**config.mk**
```make
export PLATFORM = sky130hd
export DESIGN_NAME = trace_dec_ctrl
export DESIGN_NICKNAME = d
export VERILOG_FILES = /design/src/rtl/trace_dec_ctrl.sv
export SDC_FILE = /design/constraint.sdc
export NUM_CORES = 1
export LEC_CHECK = 0
export BUFFER_PORTS_ARGS = -buffer_cell sky130_fd_sc_hd__buf_2
export CORE_UTILIZATION = 49
export CTS_BUF_LIST = sky130_fd_sc_hd__clkbuf_16
export DETAILED_ROUTE_END_ITERATION = 6
export GPL_TIMING_DRIVEN = 0
export PLACE_DENSITY = 0.75
export SLEW_MARGIN = 20
export SYNTH_ARGS = -nofsm -noshare
export SYNTH_HDL_FRONTEND = slang
export SYNTH_SLANG_ARGS = --single-unit
```
**constraint.sdc**
```tcl
create_clock -name emu_clk -period 2 [get_ports emu_clk]
set_clock_uncertainty 0.15 [all_clocks]
set_input_delay 0.4 -clock emu_clk [delete_from_list [all_inputs] [get_ports emu_clk]]
set_output_delay 0.4 -clock emu_clk [all_outputs]
set_load 0.05 [all_outputs]
```
**src/rtl/trace_dec_ctrl.sv**
```systemverilog
// -----------------------------------------------------------------------------
// trace_dec_ctrl
//
// Capture controller for an emulation trace buffer. A free-running decimation
// counter produces a sample strobe every (emu_dec_thr + 1) cycles. A small FSM
// (IDLE -> ARMED -> CAPT -> DONE) gates that strobe into trace-memory writes.
// Each capture fills exactly 2^DEPTH_BITS consecutive addresses starting at 0.
//
// Build option:
//   TRACE_TRIG_EN  defined   : ARMED waits for trig before capturing.
//                  undefined : trig is ignored and ARMED moves to CAPT one
//                              cycle after entry.
//
// Ports:
//   emu_clk      in   1           emulation clock, rising edge
//   emu_rst      in   1           synchronous active-high reset
//   emu_dec_thr  in   DEC_BITS    decimation threshold
//   arm          in   1           single-cycle capture request
//   trig         in   1           capture trigger (level, ARMED only)
//   abort        in   1           single-cycle cancel, any state
//   emu_dec_cmp  out  1           decimated sample strobe (combinational)
//   wr_en        out  1           trace memory write enable
//   wr_addr      out  DEPTH_BITS  trace memory write address
//   busy         out  1           registered: ARMED or CAPT
//   done         out  1           registered: DONE
// -----------------------------------------------------------------------------
module trace_dec_ctrl #(
    parameter int DEC_BITS   = 8,
    parameter int DEPTH_BITS = 10
) (
    input  logic                  emu_clk,
    input  logic                  emu_rst,
    input  logic [DEC_BITS-1:0]   emu_dec_thr,
    input  logic                  arm,
    input  logic                  trig,
    input  logic                  abort,
    output logic                  emu_dec_cmp,
    output logic                  wr_en,
    output logic [DEPTH_BITS-1:0] wr_addr,
    output logic                  busy,
    output logic                  done
);

    typedef enum logic [1:0] {
        ST_IDLE  = 2'd0,
        ST_ARMED = 2'd1,
        ST_CAPT  = 2'd2,
        ST_DONE  = 2'd3
    } state_t;

    state_t                r_state;
    logic [DEC_BITS-1:0]   r_dec_cnt;
    logic [DEPTH_BITS-1:0] r_wr_addr;
    logic                  r_busy;
    logic                  r_done;

    logic                  w_thr_hit;
    logic                  w_wr_en;
    logic                  w_last_addr;

    // Using >= rather than == means a threshold lowered below the running
    // count fires immediately and restarts, so the counter never wraps.
    assign w_thr_hit   = (r_dec_cnt >= emu_dec_thr);
    assign emu_dec_cmp = w_thr_hit & ~emu_rst;
    assign w_wr_en     = (r_state == ST_CAPT) & emu_dec_cmp & ~abort;
    assign w_last_addr = (r_wr_addr == {DEPTH_BITS{1'b1}});

    assign wr_en   = w_wr_en;
    assign wr_addr = r_wr_addr;
    assign busy    = r_busy;
    assign done    = r_done;

`ifndef TRACE_TRIG_EN
    // trig stays on the port list so both builds share one pinout.
    logic w_unused_trig;
    assign w_unused_trig = trig;
`endif

    // Decimation counter: free-runs in every FSM state.
    always_ff @(posedge emu_clk) begin
        if (emu_rst || w_thr_hit) begin
            r_dec_cnt <= '0;
        end else begin
            r_dec_cnt <= r_dec_cnt + DEC_BITS'(1);
        end
    end

    // Capture FSM. busy/done are assigned alongside each state change so they
    // are pure flop outputs with no path from arm/trig/abort.
    always_ff @(posedge emu_clk) begin
        if (emu_rst || abort) begin
            r_state   <= ST_IDLE;
            r_wr_addr <= '0;
            r_busy    <= 1'b0;
            r_done    <= 1'b0;
        end else begin
            case (r_state)
                ST_IDLE, ST_DONE: begin
                    if (arm) begin
                        r_state   <= ST_ARMED;
                        r_wr_addr <= '0;
                        r_busy    <= 1'b1;
                        r_done    <= 1'b0;
                    end
                end
                ST_ARMED: begin
`ifdef TRACE_TRIG_EN
                    if (trig) begin
                        r_state <= ST_CAPT;
                        r_busy  <= 1'b1;
                    end
`else
                    r_state <= ST_CAPT;
                    r_busy  <= 1'b1;
`endif
                end
                ST_CAPT: begin
                    if (w_wr_en) begin
                        // Natural wrap returns the address to 0 after the
                        // final write.
                        r_wr_addr <= r_wr_addr + DEPTH_BITS'(1);
                        if (w_last_addr) begin
                            r_state <= ST_DONE;
                            r_busy  <= 1'b0;
                            r_done  <= 1'b1;
                        end
                    end
                end
                default: begin
                    r_state <= ST_IDLE;
                    r_busy  <= 1'b0;
                    r_done  <= 1'b0;
                end
            endcase
        end
    end

endmodule

```
=== After elaboration in Yosys (flattened, before gate mapping) ===
Cells that the tools add are included.

* RAM bits: 0
* Latch bits: 0
* Memories: 0
* Bits in read-only memories: 0
* Register bits: 22
* Word-level logic and storage cells: 43

* Div/mod/pow operators: 0
* Reductions and logical operators: 8
* Multiplexer cells: 15
* Add/sub/neg operators: 2
* Shift-type cells: 0
* $mul: 0
* Bitwise operators: 5
* $lt $le $gt $ge: 1
* Equality and inequality tests: 7

{| class="wikitable"
|+ Operator list
! kind !! count
|-
| 10-bit two-way mux || 2
|-
| 10-bit case mux with 2 select lines || 1
|-
| 10-bit by 1-bit adder with 10-bit output (second input constant) || 1
|-
| 10-bit equality test (second input constant) || 1
|-
| 8-bit by 1-bit adder with 8-bit output (second input constant) || 1
|-
| 8-bit greater-or-equal comparator || 1
|-
| 1-bit two-way mux || 6
|-
| 2-bit two-way mux || 3
|-
| 2-bit != test (second input constant) || 3
|-
| 2-bit case mux with 3 select lines || 1
|-
| 3-bit AND reduction || 2
|-
| 2-bit equality test (second input constant) || 2
|-
| 4-bit AND reduction || 1
|-
| 1-bit bitwise AND || 3
|-
| 1-bit case mux with 3 select lines || 1
|-
| 2-bit by 1-bit equality test with 1-bit output (second input constant) || 1
|-
| 2-bit zero test || 1
|-
| 1-bit logical OR || 2
|-
| 1-bit inverter || 2
|-
| 1-bit case mux with 2 select lines || 1
|-
| 2-bit nonzero test || 1
|-
| 2-bit OR reduction || 1
|}

=== Logic depth before layout (Yosys ltp) ===
Gate-level depths: netlist (run 1).

* Word-level depth: 6
* Depth in mapped cells: 8

=== Least setup slack after synthesis (run 1) ===
OpenSTA, ideal clock, no wires.

* Path type: input port to output port
* Start: input emu_dec_thr[7]
* End: output wr_en
* Setup slack: -0.572 ns
* Stages on the path: 6
* Arrival time: 2.022 ns
* Required time: 1.450 ns
* Cells stage by stage: inv_1 > ha_1 > nand4_1 > o31a_1 > buf_2 > nor2_1

* Cells in the longest elaborated chain, start to end: 4

{| class="wikitable"
|+ RTL lines
! element !! line !! text
|-
| start, declared || 33 || <nowiki>input logic [DEC_BITS-1:0] emu_dec_thr,</nowiki>
|-
| 8-bit greater-or-equal comparator || 63 || <nowiki>assign w_thr_hit = (r_dec_cnt >= emu_dec_thr);</nowiki>
|-
| 1-bit bitwise AND || 64 || <nowiki>assign emu_dec_cmp = w_thr_hit & ~emu_rst;</nowiki>
|-
| 1-bit bitwise AND (2 in series) || 65 || <nowiki>assign w_wr_en = (r_state == ST_CAPT) & emu_dec_cmp & ~abort;</nowiki>
|-
| end, declared || 38 || <nowiki>output logic wr_en,</nowiki>
|}

No other way between the ends.

=== Worst setup path in the final report (run 1) ===
* Start: register r_dec_cnt[0]
* End: output emu_dec_cmp

* Cells in the longest elaborated chain, start to end: 2

{| class="wikitable"
|+ RTL lines
! element !! line !! text
|-
| start, declared || 52 || <nowiki>logic [DEC_BITS-1:0] r_dec_cnt;</nowiki>
|-
| start signal, assigned || 84 || <nowiki>r_dec_cnt <= r_dec_cnt + DEC_BITS'(1);</nowiki>
|-
| 8-bit greater-or-equal comparator || 63 ||
|-
| 1-bit bitwise AND || 64 ||
|-
| end, declared || 37 || <nowiki>output logic emu_dec_cmp,</nowiki>
|}

No other way between the ends.

==> results.toml, run 1 <==
[outcome]
status = "complete, but fails checks"
violations = "setup timing"

[global_routing]
grt_pass1_vias = 1317
grt_overflow = 0
antenna_found_initial = 0
grt_max_degree = 14
grt_usage_pct = 27.1
grt_pass1_wl_mm = 5.82

[pwr]
power_frac_comb_pct = 15.9
sw_frac_of_total_pct = 22.5
power_frac_clock_pct = 46.2
max-vdd-ir-drop_mv = 0.514
p_switching_w = 0.000271
power_leakage_nw = 0.835
seq_power_share_pct = 38.0
p_int_w = 0.000931
power_density_nw_per_um2 = 596

[detailed_routing]
maxUsedRoutingLayer = "met4"
drc = 0
routed-wl-met2_mm = 2.04
wl_per_cell_um = 16.2
initialDrtViolationCount = 46
vias = 1448
dr_wl_met3_um = 230
drtAntennaViolNets = 0
vias_per_cell = 6.06
wl_met1_mm = 1.55
routed_wl_mm = 3.88
drtPass1Iterations = 4

[cells_and_area]
fin_area_um2 = 2020
fin_util_pct = 79.2
multiInputGateArea_um2 = 1060
drive_above_1_share_pct = 44.5
fin_nets = 235
nFillCells = 175
insertedDiodeCount = 0
area_growth_pct = 47.8
seq_area_um2 = 458

[synth]
synth-xor-area-share_pct = 3.85
yosysTopAreaCellShare_pct = 32.3
netlist_instances = 165
yosys.area.top_type = "dfxtp_1"
synth-simple-area-share_pct = 28.3
synth_area_um2 = 1360
synth_compound_area_share_pct = 17.9
async_reset_ff_share_pct = 0
synth-main-ff-cell = "dfxtp_1"
muxShareOfSynthArea_pct = 1.56
synth-adder-area-share_pct = 11.0
syn_nets = 190
synth_edf_count = 0
synth.distinct_cells = 44
ys_seq_area_share_pct = 32.3
ys_top_cells_by_area = "dfxtp_1, ha_1, nand3_1, nor2_1, nand2_1"
ys_ff_latch = 22
synth_top_family_by_area = "simple AND/OR/NAND/NOR gates"
yosysWarnings = 0
avgSynthCellArea_um2 = 8.27

[timing]
postLayoutSetupSlackWorst_ns = -0.409
max_freq_ghz = 0.415
fin_tns_setup_ns = -3.47
timing.final.max_slew_violations = 0
rsz0062_at_grt = "yes"
final.period_utilization_pct = 120
setup_viol = 22
hold_viol = 0
tightestPinTransition_ns = 0.601
slew_headroom_pct = 59.8
period_needed_ns = 2.41

[cts]
cts_buffer_depth = 2
cts_sinks = 22
path_clk_slew_ns = 0.06
clk_latency_ns = 0.25
htreeDepth = 1
root_buffer = "clkbuf_16"
cts_buffers = 3
cts_tree = "yes"

[placement]
preCtsSetupSlack_ns = -0.515
portBuffers = 25
dp_hpwl_mm = 2.35
dpl_cell_area_um2 = 1600
place_congestion = 0.823

[worst_setup_path]
cpMaxStageDelayCell = "dfxtp_2"
cp_max_fo = 3
worst_setup_path_start_kind = "register"
crit_chain = "inv_2 > ha_4 > nand2b_4 > a2111oi_4 > o31a_1 > buf_6 > nor2_4 > buf_6"
cp_slowest_stage_delay_ns = 0.33
crit_buf_inv = 3
crit_type = "reg -> out"
critPathMostFrequentCell = "buf_6"
cp_top_family = "compound AO/OA/AOI/OAI gates"
critPathArrivalTime_ns = 1.86
crit_path_end_kind = "primary output"
crit_required_ns = 1.45

[floorplanning]
coreArea_um2 = 2540
ioPinCount = 27
initial_utilization_pct = 53.6
die_height_um = 54.8
chipWidth_um = 54.8
die_area_um2 = 3000
row_count = 18

[worst_hold_path]
hp-class = "reg -> reg"

[flow_run]
drv_cap = 0
==> cells in the final DEF, fill, tap and decap left out, types with 3 or more instances in the layout <==
cell type,netlist,layout
a21oi_1,3,3
buf_2,1,23
buf_4,0,10
buf_6,0,9
clkbuf_16,0,3
dfxtp_1,22,12
dfxtp_2,0,8
ha_1,12,6
ha_4,0,6
inv_1,14,11
nand2_1,16,16
nand3_1,15,13
nand4_1,3,3
nor2_1,19,14
nor2_2,0,3
o211ai_1,4,4
o21a_1,3,3
xnor2_1,3,3
xor2_1,3,3
==> final timing paths <==
path                                    from           to  slack [ns]  cells past startpoint
worst max-delay path            r_dec_cnt[0]  emu_dec_cmp       -0.41                      8
worst min-delay path                    done         done        0.34                      2
worst max register to register  r_dec_cnt[0]   wr_addr[9]       -0.34                     11
worst min register to register          done         done        0.34                      2
==> kinds of logic after synthesis <==
group           Yosys count
simple gates             75
compound gates           30
flops                    22
buf+inv                  18
fa+ha+maj                12
xor+xnor                  6
mux                       2
==> final cells by class <==
class                      count  area share [%]
inverter                      14            2.73
clock buffer                   3            3.72
clock inverter                 1            1.49
timing repair buffer          41            13.9
multi-input combinational    125            52.6
tap                           30            1.86
sequential                    22            22.7
buffer                         3           0.993
==> worst register-to-register path, delay by kind of cell (launching register included) <==
family / cells / cell delay (ns)
buf+inv: 5 / 0.52
fa+ha+maj: 1 / 0.19
simple gates: 2 / 0.19
compound gates: 3 / 0.86
flops: 1 / 0.33
==> through the flow <==
| step | power [W] | instances | hold WS [ns] |
|---|---|---|---|
| floorplan | 0.000579 | 165 | 0.269 |
| global placement | 0.000612 | 220 | 0.282 |
| detailed placement | 0.000617 | 220 | 0.284 |
| CTS | 0.00119 | 236 | 0.340 |
| global route | 0.00124 | 239 | 0.371 |
| finish | 0.00120 | 239 | 0.342 |
==> registers in the layout, summed over array words and instances, names as in the netlist <==
name and flops:
r_dec_cnt 8, busy 1, done 1, wr_addr 10, r_state 2
==> layer usage <==
metal  vias up  track usage (%)
met2        56             50.8
met5         -                0
met1       698             32.1
li1        685                -
met3         9             3.89
met4         0             5.13
==> synthesized netlist by cell type, types with 3 or more instances <==
master and n:
a21oi_1 3, a31oi_1 3, clkbuf_1 3, dfxtp_1 22
ha_1 12, inv_1 14, nand2_1 16, nand2b_1 3
nand3_1 15, nand4_1 3, nor2_1 19, o211ai_1 4
o21a_1 3, o21ai_0 3, xnor2_1 3, xor2_1 3
==> timing repair <==
| action | in CTS | in global routing |
|---|---|---|
| hold buffers | 0 | 0 |
| buffers inserted | 13 | 6 |
| resized for setup | 31 | 15 |
| setup endpoints to repair | 24 | 24 |
| pin swaps | 12 | 16 |
| cloned | 0 | 0 |
==> power groups by stage <==
stage / Combinational (W) / Clock [W] / Sequential (W)
3_3_place_gp: 0.000143 / 0 / 0.000469
6_report: 0.000191 / 0.000555 / 0.000456
4_1_cts: 0.000179 / 0.000558 / 0.000456
2_1_floorplan: 0.000106 / 0 / 0.000472
5_1_grt: 0.000207 / 0.000578 / 0.000457
3_5_place_dp: 0.000147 / 0 / 0.000469
(Power assumes the default switching activity.)
==> run 2: changes to the inputs <==
- MAX_ROUTING_LAYER: not set -> met4
==> run 2 against run 1 <==
The flow still finishes with violations (setup timing). Count of clock-buffer cells in the layout unchanged. Sequential power is essentially flat. Worst hold slack about the same. Die area did not move. Total power grew 0.16%. Design area is the same. Largest cell class unchanged. Highest routed layer unchanged.
==> results.toml, run 2 (synthesized netlist as in run 1, its figures left out) <==
[pwr]
power_leakage_nw = 0.835
power_density_nw_per_um2 = 597
max-vdd-ir-drop_mv = 0.519
power_w = 0.00120

[timing]
hold_viol = 0
max_freq_ghz = 0.416
slew_headroom_pct = 60.0
setup_viol = 20
timing.final.max_slew_violations = 0
hold_ws_ns = 0.341
final.period_utilization_pct = 120
period_needed_ns = 2.40
tightestPinTransition_ns = 0.597
rsz0062_at_grt = "yes"
postLayoutSetupSlackWorst_ns = -0.402

[worst_hold_path]
min_from = "done"
hp-class = "reg -> reg"

[worst_setup_path]
cp-startpoint = "r_dec_cnt[0]"
crit_path_end_kind = "primary output"
critPathArrivalTime_ns = 1.85
rr_startpoint = "r_dec_cnt[0]"
cp_max_fo = 3
r2r_setup_slack_ns = -0.32
crit_type = "reg -> out"
worst_setup_path_start_kind = "register"
crit_required_ns = 1.45

[detailed_routing]
initialDrtViolationCount = 36
vias = 1447
drc = 0
drtAntennaViolNets = 0
drtPass1Iterations = 4
wl_per_cell_um = 16.1
vias_per_cell = 6.05
routed_wl_mm = 3.86

[cts]
path_clk_slew_ns = 0.07
htreeDepth = 1
cts_buffers = 3
cts_buffer_depth = 2
cts_sinks = 22
cts_tree = "yes"
hold_buffers = 0
root_buffer = "clkbuf_16"
clk_latency_ns = 0.26

[global_routing]
grt_pass1_wl_mm = 5.82
use_met3_pct = 3.89
busiest_layer = "met2"
grt_max_degree = 14
grt_usage_pct = 27.9
grt_pass1_vias = 1316
antenna_found_initial = 0
grt_overflow = 0
use_met1_pct = 32.1
use_met2_pct = 50.8

[placement]
dp_hpwl_mm = 2.35
place_congestion = 0.835
portBuffers = 25
dpl_cell_area_um2 = 1600

[floorplanning]
die_area_um2 = 3000
chipWidth_um = 54.8
ioPinCount = 27
die_height_um = 54.8
row_count = 18
initial_utilization_pct = 53.6
coreArea_um2 = 2540

[cells_and_area]
layout_common_cells = "buf_2, nand2_1, nor2_1"
fin_nets = 235
drive_above_1_share_pct = 44.5
insertedDiodeCount = 0
mostFrequentLayoutCell = "buf_2"
fin_area_um2 = 2020
area_growth_pct = 47.8
largest_reg_flops = 10

[outcome]
status = "complete, but fails checks"
violations = "setup timing"

[flow_run]
drv_cap = 0
-- run 2: cell counts in the layout (fill, tap and decap cells not counted) --
Identical to the previous run, type by type.
-- run 2: power breakdown --
group | switching, W | total (W) | internal, W
clock network | 0.000160 | 0.000558 | 0.000397
logic | 0.000103 | 0.000190 | 0.0000871
registers | 0.00000934 | 0.000456 | 0.000447
total | 0.000273 | 0.00120 | 0.000931
-- run 2: area by class of cell --
| cell class | count | area, um2 |
|---|---|---|
| clock buffer | 3 | 75.1 |
| tap | 30 | 37.5 |
| inverter | 14 | 55.1 |
| buffer | 3 | 20.0 |
| sequential | 22 | 458 |
| fill | 175 | 529 |
| multi-input combinational | 125 | 1060 |
| clock inverter | 1 | 30.0 |
| timing repair buffer | 41 | 280 |
-- run 2: path summary, 6_finish.rpt --
check / to / cells after the start
setup / recovery: wr_en / 8
hold / removal: done / 2
setup reg to reg: wr_addr[9] / 11
hold reg to reg: done / 2
-- run 2: metal layers --
metal	wire length (um)	vias to the layer above
met3	252	6
met2	2070	65
met4	47	0
met1	1490	694
met5	0	-
li1	-	682
-- run 2: critical path, cell delays in order (launching register included) --
cell       delay, ns
dfxtp_2         0.33
inv_2           0.04
ha_4            0.19
nand2b_4        0.14
a2111oi_4       0.32
o31a_1          0.26
buf_6           0.14
nor2_4          0.03
buf_6           0.15
-- run 2: through the flow --
stage | setup WS (ns) | TNS [ns] | utilization [%] | instances
after detailed placement | -0.515 | -6.53 | 62.7 | 220
after global placement | -0.506 | -5.79 | 62.7 | 220
after global routing | -0.499 | -5.62 | 79.2 | 239
after floorplan | -0.130 | -0.361 | - | 165
after CTS | -0.419 | -3.14 | 76.0 | 236
final | -0.402 | -3.22 | 79.2 | 239
-- run 2: timing repair --
action,CTS,global route
setup endpoints to repair,24,24
pin swaps,12,16
resized for setup,31,15
buffers inserted,13,6
==> run 3: changes to the inputs <==
- CORE_UTILIZATION: 49 -> 52
- PLACE_DENSITY: 0.75 -> 0.76
- clock period: 2 -> 2.9 ns (I/O delays scaled with it)
==> run 3 against run 2 <==
The flow now finishes without violations. Count of clock-buffer cells in the layout is the same. Die area shrank 5.6%. Global-route usage down 1.8 points. Setup slack improved by 0.47 ns. Sequential power decreased by 31%. Worst hold slack worse by 0.057 ns. Critical endpoint unchanged.
==> results.toml, run 3 (synthesized netlist as in run 1, its figures left out) <==
[cts]
htreeDepth = 1
cts_buffer_depth = 2
cts_tree = "yes"
root_buffer = "clkbuf_16"
hold_buffers = 0
clk_latency_ns = 0.26
path_clk_slew_ns = 0.06
cts_buffers = 3
cts_sinks = 22

[timing]
timing.final.max_slew_violations = 0
fin_tns_setup_ns = 0
slew_headroom_pct = 49.5
final.period_utilization_pct = 97.8
rsz0062_at_grt = "no"
hold_viol = 0
hold_ws_ns = 0.285
period_needed_ns = 2.84
tightestPinTransition_ns = 0.737
setup_viol = 0
max_freq_ghz = 0.353
postLayoutSetupSlackWorst_ns = 0.0648

[global_routing]
grt_max_degree = 13
grt_overflow = 0
grt_pass1_vias = 1190
antenna_found_initial = 0
grt_pass1_wl_mm = 5.20
grt_usage_pct = 26.1

[detailed_routing]
vias_per_cell = 5.89
routed_wl_mm = 3.24
drtPass1Iterations = 4
drtAntennaViolNets = 0
vias = 1325
drc = 0
initialDrtViolationCount = 41
wl_per_cell_um = 14.4

[outcome]
status = "finished clean"

[floorplanning]
die_height_um = 53.2
ioPinCount = 27
coreArea_um2 = 2480
initial_utilization_pct = 55.1
die_area_um2 = 2830
row_count = 18
chipWidth_um = 53.2

[placement]
place_inst = 220
preCtsSetupSlack_ns = -0.119
place_congestion = 0.811
portBuffers = 25
dp_hpwl_mm = 2.35

[cells_and_area]
largest_reg_flops = 10
fin_nets = 221
area_growth_pct = 19.2
drive_above_1_share_pct = 21.0
stdcell_count = 225
nFillCells = 216
mostFrequentLayoutCell = "buf_2"
insertedDiodeCount = 0
layout_common_cells = "buf_2, dfxtp_1, nor2_1"

[flow_run]
drv_cap = 0

[worst_setup_path]
critPathArrivalTime_ns = 2.11
cpMaxStageDelayCell = "a2111oi_4"
rr_startpoint = "r_dec_cnt[5]"
crit_required_ns = 2.17
critPathMostFrequentCell = "buf_2"
worst_setup_path_start_kind = "input port"
crit_path_end_kind = "primary output"
worst-r2r-cell-count = 6
cp-startpoint = "emu_dec_thr[0]"
cp_max_fo = 10
cp_slowest_stage_delay_ns = 0.38
crit_type = "in -> out"
crit_chain = "buf_2 > ha_1 > nand2b_4 > a2111oi_4 > o31a_1 > buf_6 > nor2_2 > buf_2"

[pwr]
max-vdd-ir-drop_mv = 0.334
power_leakage_nw = 0.715
power_density_nw_per_um2 = 434

[worst_hold_path]
min_from = "r_dec_cnt[0]"
hp-class = "reg -> reg"
min_path_cells = 1
run 3: changes by cell type in the layout (fill, tap and decap cells not counted), sizes merged:
cell / change
buf: -15
clkbuf: +1
bufinv: -1
clkinv: +1
run 3: path summary, 6_finish.rpt:
kind                                endpoint  slack (ns)
worst max-delay path                   wr_en        0.06
worst min-delay path            r_dec_cnt[0]        0.28
worst max register to register    wr_addr[9]        0.59
worst min register to register  r_dec_cnt[0]        0.28
run 3: area by class of cell:
cell class / count / area [um2] / area share, %
Sequential cell: 22 / 442 / 27.2
Timing Repair Buffer: 26 / 133 / 8.16
Inverter: 14 / 52.6 / 3.23
Clock buffer: 3 / 75.1 / 4.62
Multi-Input combinational cell: 125 / 860 / 52.9
Buffer: 4 / 22.5 / 1.39
Clock inverter: 1 / 3.75 / 0.231
Tap cell: 30 / 37.5 / 2.31
run 3: worst max-delay path: cells and delay by family:
family          cells  cell delay [ns]
simple gates        2             0.20
compound gates      2             0.60
fa+ha+maj           1             0.27
buf+inv             3             0.46
run 3: stage by stage:
step | util, % | total power, W | area, um2
after floorplan | - | 0.000391 | 1370
after global placement | 61.8 | 0.000412 | 1530
after detailed placement | 61.8 | 0.000416 | 1530
after CTS | 65.4 | 0.000710 | 1620
after global routing | 65.6 | 0.000729 | 1630
final | 65.6 | 0.000705 | 1630
run 3: metal layers:
metal,global-route usage [%],up-vias,wire length [um]
met3,3.45,6,167
met2,46.3,48,1650
met1,30.2,618,1390
met4,7.89,0,37
met5,-,-,0
li1,-,653,-
run 3: what timing repair did:
action | 4_1_cts | 5_1_grt
gates resized for setup | 1 | 2
endpoints found under the setup margin | 2 | 2
setup buffers | 1 | 0
pin swaps | 1 | 1
run 3: report_power, final:
part | internal (W) | switching [W] | total [W]
clock network | 0.000184 | 0.000110 | 0.000294
logic | 0.0000414 | 0.0000540 | 0.0000953
registers | 0.000310 | 0.00000568 | 0.000315
